File: config.mk
export PLATFORM = sky130hd
export DESIGN_NAME = train_segment_tracker
export DESIGN_NICKNAME = d
export VERILOG_FILES = /design/src/rtl/train_segment_tracker.sv
export SDC_FILE = /design/constraint.sdc
export NUM_CORES = 1
export LEC_CHECK = 0
export BUFFER_PORTS_ARGS = -buffer_cell sky130_fd_sc_hd__buf_4
export CAP_MARGIN = 0
export CORE_ASPECT_RATIO = 1.5
export CORE_MARGIN = 1
export CORE_UTILIZATION = 29
export CTS_CLUSTER_DIAMETER = 50
export DETAILED_ROUTE_END_ITERATION = 16
export MAX_ROUTING_LAYER = met4
export PLACE_DENSITY = 0.5
export SYNTH_ARGS = -nofsm -noshare
export SYNTH_HDL_FRONTEND = slang
export SYNTH_SLANG_ARGS = --single-unit
File: constraint.sdc
create_clock -name clk -period 5.3 [get_ports clk]
set_input_delay 1.06 -clock clk [delete_from_list [all_inputs] [get_ports clk]]
set_output_delay 1.06 -clock clk [all_outputs]
set_load 0.005 [all_outputs]
File: src/rtl/train_segment_tracker.sv
// train_segment_tracker: follows a train along a chain of track sensors, learns
// segment transit times and drives a timeout alarm and a crossing barrier.
//
// state | meaning
// IDLE  | track empty, waiting for an edge on sensor 0
// RUN   | train between sensors, timer counting down to the predicted arrival
// ALARM | expected sensor overdue; left only by that sensor or by reset
module train_segment_tracker #(
  parameter int N_SENSORS = 6,
  parameter int TW        = 19,
  parameter int PRESCALE  = 50000,
  parameter int T_DEFAULT = 1000,
  parameter int GATE_LEAD = 100,
  parameter bit WRAP      = 1'b0,
  localparam int SW       = (N_SENSORS > 2) ? $clog2(N_SENSORS) : 1
) (
  input  logic                 clk,
  input  logic                 rst_n,
  input  logic [N_SENSORS-1:0] sensor,
  output logic [SW-1:0]        present_state,
  output logic [TW-1:0]        t_measured,
  output logic [TW-1:0]        t_predict,
  output logic                 alarm,
  output logic                 barrier,
  output logic                 seq_err
);
  localparam int PW = (PRESCALE > 1) ? $clog2(PRESCALE) : 1;
  localparam logic [SW-1:0] LAST = SW'(N_SENSORS - 1);

  typedef enum logic [1:0] {IDLE, RUN, ALARM} state_t;
  state_t state, state_nxt;

  logic [N_SENSORS-1:0] sync1, sync2, sync3, edges, exp_mask;
  logic [1:0]           settle;
  logic [PW-1:0]        presc, presc_nxt;
  logic [TW-1:0]        timer, timer_nxt, elapsed, elapsed_nxt, pred, tmr_sat;
  logic [TW-1:0]        tm_nxt, tp_nxt;
  logic [TW:0]          sum, tmr_sum;
  logic [SW-1:0]        exp_idx, ps_nxt;
  logic                 hist_valid, hist_nxt, seq_err_nxt, alarm_nxt, barrier_nxt;
  logic                 exp_hit, other_hit, tick;

  // settle masks the first samples after reset so a line already high is not an edge
  always_ff @(posedge clk or negedge rst_n) begin
    if (!rst_n) begin
      sync1  <= '0;
      sync2  <= '0;
      sync3  <= '0;
      settle <= '0;
    end else begin
      sync1 <= sensor;
      sync2 <= sync1;
      sync3 <= sync2;
      if (settle != 2'd3) settle <= settle + 2'd1;
    end
  end

  always_comb begin
    edges     = (settle == 2'd3) ? (sync2 & ~sync3) : '0;
    exp_idx   = (present_state == LAST) ? '0 : present_state + 1'b1;
    exp_mask  = N_SENSORS'(1) << exp_idx;
    exp_hit   = |(edges & exp_mask);
    other_hit = |(edges & ~exp_mask);
    tick      = (state != IDLE) && (presc == PW'(PRESCALE - 1));
    sum       = {1'b0, elapsed} + {1'b0, t_measured};
    pred      = hist_valid ? TW'(sum >> 1) : elapsed;
    tmr_sum   = {1'b0, pred} + (TW+1)'(pred >> 1);
    tmr_sat   = tmr_sum[TW] ? '1 : tmr_sum[TW-1:0];
  end

  always_comb begin
    state_nxt   = state;
    ps_nxt      = present_state;
    tm_nxt      = t_measured;
    tp_nxt      = t_predict;
    timer_nxt   = timer;
    elapsed_nxt = elapsed;
    presc_nxt   = presc;
    hist_nxt    = hist_valid;
    seq_err_nxt = 1'b0;
    case (state)
      IDLE: begin
        if (edges[0]) begin
          state_nxt   = RUN;
          ps_nxt      = '0;
          elapsed_nxt = '0;
          timer_nxt   = TW'(T_DEFAULT);
          hist_nxt    = 1'b0;
          presc_nxt   = '0;
        end
      end
      default: begin
        seq_err_nxt = other_hit;
        if (exp_hit) begin
          // an arrival beats a same-cycle timer expiry
          tm_nxt      = elapsed;
          tp_nxt      = pred;
          timer_nxt   = tmr_sat;
          elapsed_nxt = '0;
          presc_nxt   = '0;
          hist_nxt    = 1'b1;
          ps_nxt      = exp_idx;
          state_nxt   = (!WRAP && exp_idx == LAST) ? IDLE : RUN;
        end else begin
          presc_nxt = tick ? '0 : presc + 1'b1;
          if (tick) begin
            if (elapsed != '1) elapsed_nxt = elapsed + 1'b1;
            if (timer != '0) timer_nxt = timer - 1'b1;
          end
          if (state == RUN && timer == '0) state_nxt = ALARM;
        end
      end
    endcase
    alarm_nxt   = (state_nxt == ALARM);
    barrier_nxt = (state == ALARM) || (state == RUN && int'(timer) <= GATE_LEAD);
  end

  always_ff @(posedge clk or negedge rst_n) begin
    if (!rst_n) state <= IDLE;
    else        state <= state_nxt;
  end

  always_ff @(posedge clk or negedge rst_n) begin
    if (!rst_n) begin
      present_state <= '0;
      t_measured    <= '0;
      t_predict     <= '0;
      alarm         <= 1'b0;
      barrier       <= 1'b0;
      seq_err       <= 1'b0;
      timer         <= '0;
      elapsed       <= '0;
      presc         <= '0;
      hist_valid    <= 1'b0;
    end else begin
      present_state <= ps_nxt;
      t_measured    <= tm_nxt;
      t_predict     <= tp_nxt;
      alarm         <= alarm_nxt;
      barrier       <= barrier_nxt;
      seq_err       <= seq_err_nxt;
      timer         <= timer_nxt;
      elapsed       <= elapsed_nxt;
      presc         <= presc_nxt;
      hist_valid    <= hist_nxt;
    end
  end
endmodule

==> flow_summary.toml, run 1 <==
[worst_setup_path]
crit_type = "flop to flop"
cp_top_family = "compound AO/OA/AOI/OAI gates"
worstPathRequired_ps = 5610
start_kind = "flop"
crit_path_max_fanout = 10
cp_cell_sequence = "and2_1 -> fa_1 -> a211oi_1 -> o31ai_2 -> a41oi_2 -> o21ai_0 -> a21o_1 -> a21oi_1 -> xnor2_1 -> mux2_2 -> ha_1 -> a21oi_1 -> nor2b_1 -> o21ai_0 -> o211ai_1 -> o311a_4 -> a221oi_4 -> o211ai_4 -> buf_4 -> o211ai_2 -> nand2_1"
worstPathArrival_ps = 5280
cp-end-kind = "flop"
worst_path_largest_cell_delay_ps = 450
critPathSlowestCell = "dfrtp_1"
worst-path-buf-inv = 1

[synthesis]
synth_edf_count = 0
yosysWarnings = 0
ys.flop_type = "dfrtp_1"
synthesis.nets = 913
synth_top_area_share_pct = 39.78
async_flop_share_pct = 100.0
synth-seq-cells = 121
syn_area_um2 = 7611
synth_area_leaders = "dfrtp_1 40%, nand2_1 7.9%, ha_1 6.9%"
synth_cells = 861
synth.yosys.seq_area_share_pct = 39.78
synth_cell_types = 68
synth_area_per_cell_um2 = 8.840
yosysTopAreaCell = "dfrtp_1"

[floorplanning]
io_pins = 52
die_h_um = 200.4
coreArea_um2 = 25760
num_rows = 72
dieArea_um2 = 26910
start_util_pct = 29.54
die_x_um = 134.3

[layout]
drive_above_1_share_pct = 15.17
fin_cells = 1256
layout_commonest_cell = "nand2_1"
fin_nets = 962
design_area_um2 = 9039
postLayoutCoreUtil_pct = 35.08
diodes = 0
syn_to_final_growth_pct = 18.76
final_cell_mix = "160 x nand2_1, 121 x dfrtp_1, 69 x o21ai_0"

[clocking]
numCtsBuffers = 17
root_buffer = "clkbuf_16"
clkSlewWorstSetupHoldPaths_ps = 60
tritoncts = "yes"
cts_hold_buffers = 0
htreeDepth = 4
clk_latency_ps = 430
clock_sinks = 121
cts.path.max_buffers = 2

[flow_run]
cap_violations = 0

[place]
portBuffers = 51
dpl.hpwl_mm = 14.71
placed_cell_area_um2 = 8352
dp.cells = 1221
gp_routability_congestion = 0.8779

[global_routing]
grt_pass1_wl_mm = 33.23
antenna_found_initial = 0
grt_pass1_vias = 6440
grt_max_degree = 50
grtUsageTotal_pct = 16.25
grt_remaining_overflow = 0

[route]
num_vias = 6255
drtPass1Iterations = 4
drc = 0
wirelength_mm = 19.91
via_per_inst = 4.980
wire_per_inst_um = 15.86
drt_iter0_markers = 231
detail-route-antenna-nets = 0

[timing]
finalCriticalPeriod_ps = 4964
drv_slew = 0
rsz0062_at_grt = "false"
maxSlewHeadroom_pct = 31.31
tns_ps = 0
hold_viol = 0
tightest_slew_ps = 1028
fmax_mhz = 201.5
skew_ps = 9.244
setup_viol = 0
min_period_over_period_pct = 93.66

[power_and_ir_drop]
peakVddDrop_mv = 0.2730
swShare_pct = 37.24
total_power_uw = 3779
p_int_uw = 2372
powerDensity_nw_per_um2 = 418.1
share_comb_of_total_power_pct = 32.7
pwr-share-clk_pct = 34.6
p_sw_uw = 1407
p_leak_uw = 0.004403
seq_power_share_pct = 32.7

[min_path]
hp-class = "flop to flop"

[outcome]
outcome = "completed"
==> power groups by stage <==
stage | Combinational (uW) | Sequential (uW) | Clock [uW]
2_1_floorplan | 889 | 1180 | 0
3_3_place_gp | 1240 | 1250 | 0
3_5_place_dp | 1240 | 1250 | 0
4_1_cts | 1250 | 1240 | 1340
5_1_grt | 1380 | 1260 | 1380
6_report | 1240 | 1230 | 1310
==> final timing paths <==
kind	startpoint	to	slack, ps	cells past startpoint
max in group asynchronous	rst_n	t_measured[0]	3630	2
worst max register to register	elapsed[0]	timer[4]	340	21
worst min-delay path	sync1[4]	sync2[4]	350	0
worst min register to register	sync1[4]	sync2[4]	350	0
worst max-delay path	elapsed[0]	timer[4]	340	21
min in group asynchronous	rst_n	t_measured[17]	660	1
==> worst register-to-register path: stages (launching register included) <==
cell	delay, ps
dfrtp_1	450
and2_1	200
fa_1	410
a211oi_1	310
o31ai_2	130
a41oi_2	320
o21ai_0	190
a21o_1	210
a21oi_1	170
xnor2_1	80
mux2_2	300
ha_1	380
a21oi_1	170
nor2b_1	50
o21ai_0	140
o211ai_1	170
o311a_4	170
a221oi_4	370
o211ai_4	200
buf_4	230
o211ai_2	150
nand2_1	60
==> per-layer routing <==
layer	vias to the layer above	global-route usage [%]	share of wire [%]
met2	69	28.85	54
met5	-	-	0
met1	3008	18.14	43
li1	3162	-	-
met3	16	2.652	1.9
met4	0	5.859	1.6
==> metrics by stage <==
step	hold WS (ps)	setup slack (ps)
final	345.5	336.0
after floorplan	331.2	801.4
after detailed placement	335.8	355.5
after global routing	351.3	0.2496
after CTS	349.9	323.9
after global placement	332.7	390.1
==> area by class of cell <==
class | count | area [um2]
fillers | 2733 | 16730
multi-input cells | 682 | 4370
flip-flops and latches | 121 | 3028
repair buffers | 63 | 473.0
clock buffers | 18 | 439.2
well taps | 333 | 416.7
clock inverters | 14 | 217.7
inverters | 25 | 93.84
==> cells in the mapped netlist (14+ instances only) <==
master,count
xnor2_1,28
nand3_1,29
nand2_1,160
xor2_1,27
o21ai_0,70
a21o_1,14
ha_1,42
nor2_1,65
nor3_1,15
inv_1,25
dfrtp_1,121
a31oi_1,15
a21oi_1,50
mux2_2,23
clkbuf_1,27
==> timing repair <==
action,CTS,global route
hold endpoints to repair,0,0
endpoints found under the setup margin,0,4
resized for setup,0,2
buffers inserted,0,3
==> registers in the layout, summed over array words and instances, names as in the netlist <==
name           flops
alarm              1
state              2
timer             19
elapsed           19
t_predict         19
barrier            1
hist_valid         1
present_state      3
t_measured        19
seq_err            1
sync1              6
sync3              6
presc             16
sync2              6
settle             2
==> cell families after synthesis <==
logic type | synth area share, %
buf+inv | 2.992
flops | 39.78
mux | 4.093
xor+xnor | 6.543
simple gates | 19.69
fa+ha+maj | 7.431
compound gates | 19.46
No activity file was read; power rests on OpenSTA's default activity.
==> run 2: changes to the inputs <==
--- a/config.mk
+++ b/config.mk
@@ -13,7 +13,7 @@
 export CTS_CLUSTER_DIAMETER = 50
 export DETAILED_ROUTE_END_ITERATION = 16
 export MAX_ROUTING_LAYER = met4
-export PLACE_DENSITY = 0.5
+export PLACE_DENSITY = 0.52
 export SYNTH_ARGS = -nofsm -noshare
 export SYNTH_HDL_FRONTEND = slang
 export SYNTH_SLANG_ARGS = --single-unit
==> constraint.sdc (replaced) <==
create_clock -name clk -period 4 [get_ports clk]
set_input_delay 0.8 -clock clk [delete_from_list [all_inputs] [get_ports clk]]
set_output_delay 0.8 -clock clk [all_outputs]
set_load 0.005 [all_outputs]
==> run 2 against run 1 <==
Against the previous run: highest routed layer unchanged; first-iteration DRC count down 4.3%; critical path type unchanged; sequential cell count unchanged; fmax up 16%; sequential power up 33%; global-route usage up 1.2 points; die area unchanged; cell count up 11%; clock-buffer cell count down 1; utilization up 5.5 points; the run now ends with negative setup slack left.
==> flow_summary.toml, run 2 (synthesis gave the netlist of run 1 again) <==
[global_routing]
grt_pass1_vias = 7039
grt_max_degree = 65
antenna_found_initial = 1
grt_remaining_overflow = 0
grtUsageTotal_pct = 17.46
grt_pass1_wl_mm = 35.49

[layout]
layout_commonest_cell = "buf_4"
drive_above_1_share_pct = 31.17
diodes = 0
register_area_um2 = 3030
fin_cells = 1395
fin_nets = 1101
multi_input_area_um2 = 4762
syn_to_final_growth_pct = 37.43
fill_cells = 2642
final_cell_mix = "197 x buf_4, 159 x nand2_1, 119 x dfrtp_1"

[worst_setup_path]
start_kind = "flop"
worst_path_largest_cell_delay_ps = 380
worstPathRequired_ps = 4330
crit_type = "flop to flop"
critPathSlowestCell = "dfrtp_1"
worst-path-buf-inv = 2
crit_path_max_fanout = 6
r2r_slack_ps = -300
worstPathArrival_ps = 4630
cp-end-kind = "flop"
cp_top_family = "compound AO/OA/AOI/OAI gates"
cp_cell_sequence = "buf_6 -> ha_4 -> nand3_2 -> a211o_1 -> o31ai_4 -> a21o_1 -> a21oi_2 -> o21ai_2 -> a31oi_2 -> xnor2_1 -> mux2_4 -> ha_4 -> nor2b_1 -> o21ai_1 -> o211ai_1 -> o311a_4 -> a221oi_4 -> o211ai_4 -> buf_6 -> o221ai_2 -> nand2_1"

[clocking]
cts.path.max_buffers = 2
tritoncts = "yes"
root_buffer = "clkbuf_16"
cts_hold_buffers = 0
htreeDepth = 4
clock_sinks = 121
clk_latency_ps = 450
clkSlewWorstSetupHoldPaths_ps = 60
numCtsBuffers = 17

[route]
drt_iter0_markers = 221
via_per_inst = 4.955
wire_per_inst_um = 15.45
drc = 0
drtPass1Iterations = 4
detail-route-antenna-nets = 0
wirelength_mm = 21.55
num_vias = 6912

[timing]
skew_ps = 11.59
finalCriticalPeriod_ps = 4297
rsz0062_at_grt = "true"
whs_ps = 344.6
postLayoutSetupSlackWorst_ps = -297.0
hold_viol = 0
min_period_over_period_pct = 107.4
tightest_slew_ps = 869.8
drv_slew = 0
setup_viol = 19
tns_ps = -4572
fmax_mhz = 232.7
maxSlewHeadroom_pct = 42.01

[floorplanning]
die_h_um = 200.4
die_x_um = 134.3
num_rows = 72
io_pins = 52
coreArea_um2 = 25760
start_util_pct = 29.54
dieArea_um2 = 26910

[place]
gp_routability_congestion = 0.8813
dp.cells = 1345
portBuffers = 51
dpl.hpwl_mm = 15.98
place_ws_ps = -351.7

[power_and_ir_drop]
total_power_uw = 5181
powerDensity_nw_per_um2 = 495.3
peakVddDrop_mv = 0.3584
p_leak_uw = 0.005113

[outcome]
outcome = "complete, but fails checks"
violations = "negative setup slack"

[flow_run]
cap_violations = 0

[min_path]
hp-class = "flop to flop"
run 2: cell type report:
| type | instances | area share (%) |
|---|---|---|
| repair buffers | 202 | 14.76 |
| multi-input cells | 682 | 45.53 |
| flip-flops and latches | 121 | 28.97 |
| clock buffers | 17 | 4.067 |
| well taps | 333 | 3.983 |
| inverters | 25 | 0.8971 |
| clock inverters | 15 | 1.794 |
run 2: worst paths after layout:
kind / start / end / cells after the start
setup / recovery: t_measured[1] / timer[15] / 21
hold / removal: sync1[2] / sync2[2] / 0
setup reg to reg: t_measured[1] / timer[15] / 21
hold reg to reg: sync1[2] / sync2[2] / 0
max in group asynchronous: rst_n / sync3[0] / 2
min in group asynchronous: rst_n / timer[14] / 1
run 2: metrics by stage:
step | utilization [%] | cell area [um2]
floorplan | - | 7796
detailed placement | 36.75 | 9469
global route | 40.60 | 10460
global placement | 36.75 | 9469
finish | 40.60 | 10460
CTS | 40.16 | 10350
run 2: worst reg2reg max path: stages (launching register included):
cell and delay, ps:
dfrtp_1 380, buf_6 130, ha_4 250, nand3_2 60, a211o_1 370, o31ai_4 290
a21o_1 160, a21oi_2 60, o21ai_2 200, a31oi_2 130, xnor2_1 140, mux2_4 290
ha_4 250, nor2b_1 120, o21ai_1 130, o211ai_1 140, o311a_4 170, a221oi_4 360
o211ai_4 170, buf_6 170, o221ai_2 140, nand2_1 60
run 2: repair_timing:
item	CTS	global route
gates resized for setup	33	17
pin swaps	35	27
endpoints found under the setup margin	19	19
buffers inserted	14	5
run 2: where the power goes:
| group | total (uW) | switching (uW) | internal [uW] | leakage (uW) |
|---|---|---|---|---|
| Combinational | 1920 | 1130 | 791 | 0.00324 |
| Sequential | 1630 | 215 | 1410 | 0.00158 |
| Clock | 1630 | 642 | 992 | 0.000297 |
run 2: metal layers:
layer	routed length, um	vias to the layer above	GRT usage [%]
li1	-	3436	-
met1	8692	3336	18.27
met5	0	-	-
met2	11740	102	31.51
met3	588	38	3.056
met4	531	0	7.825
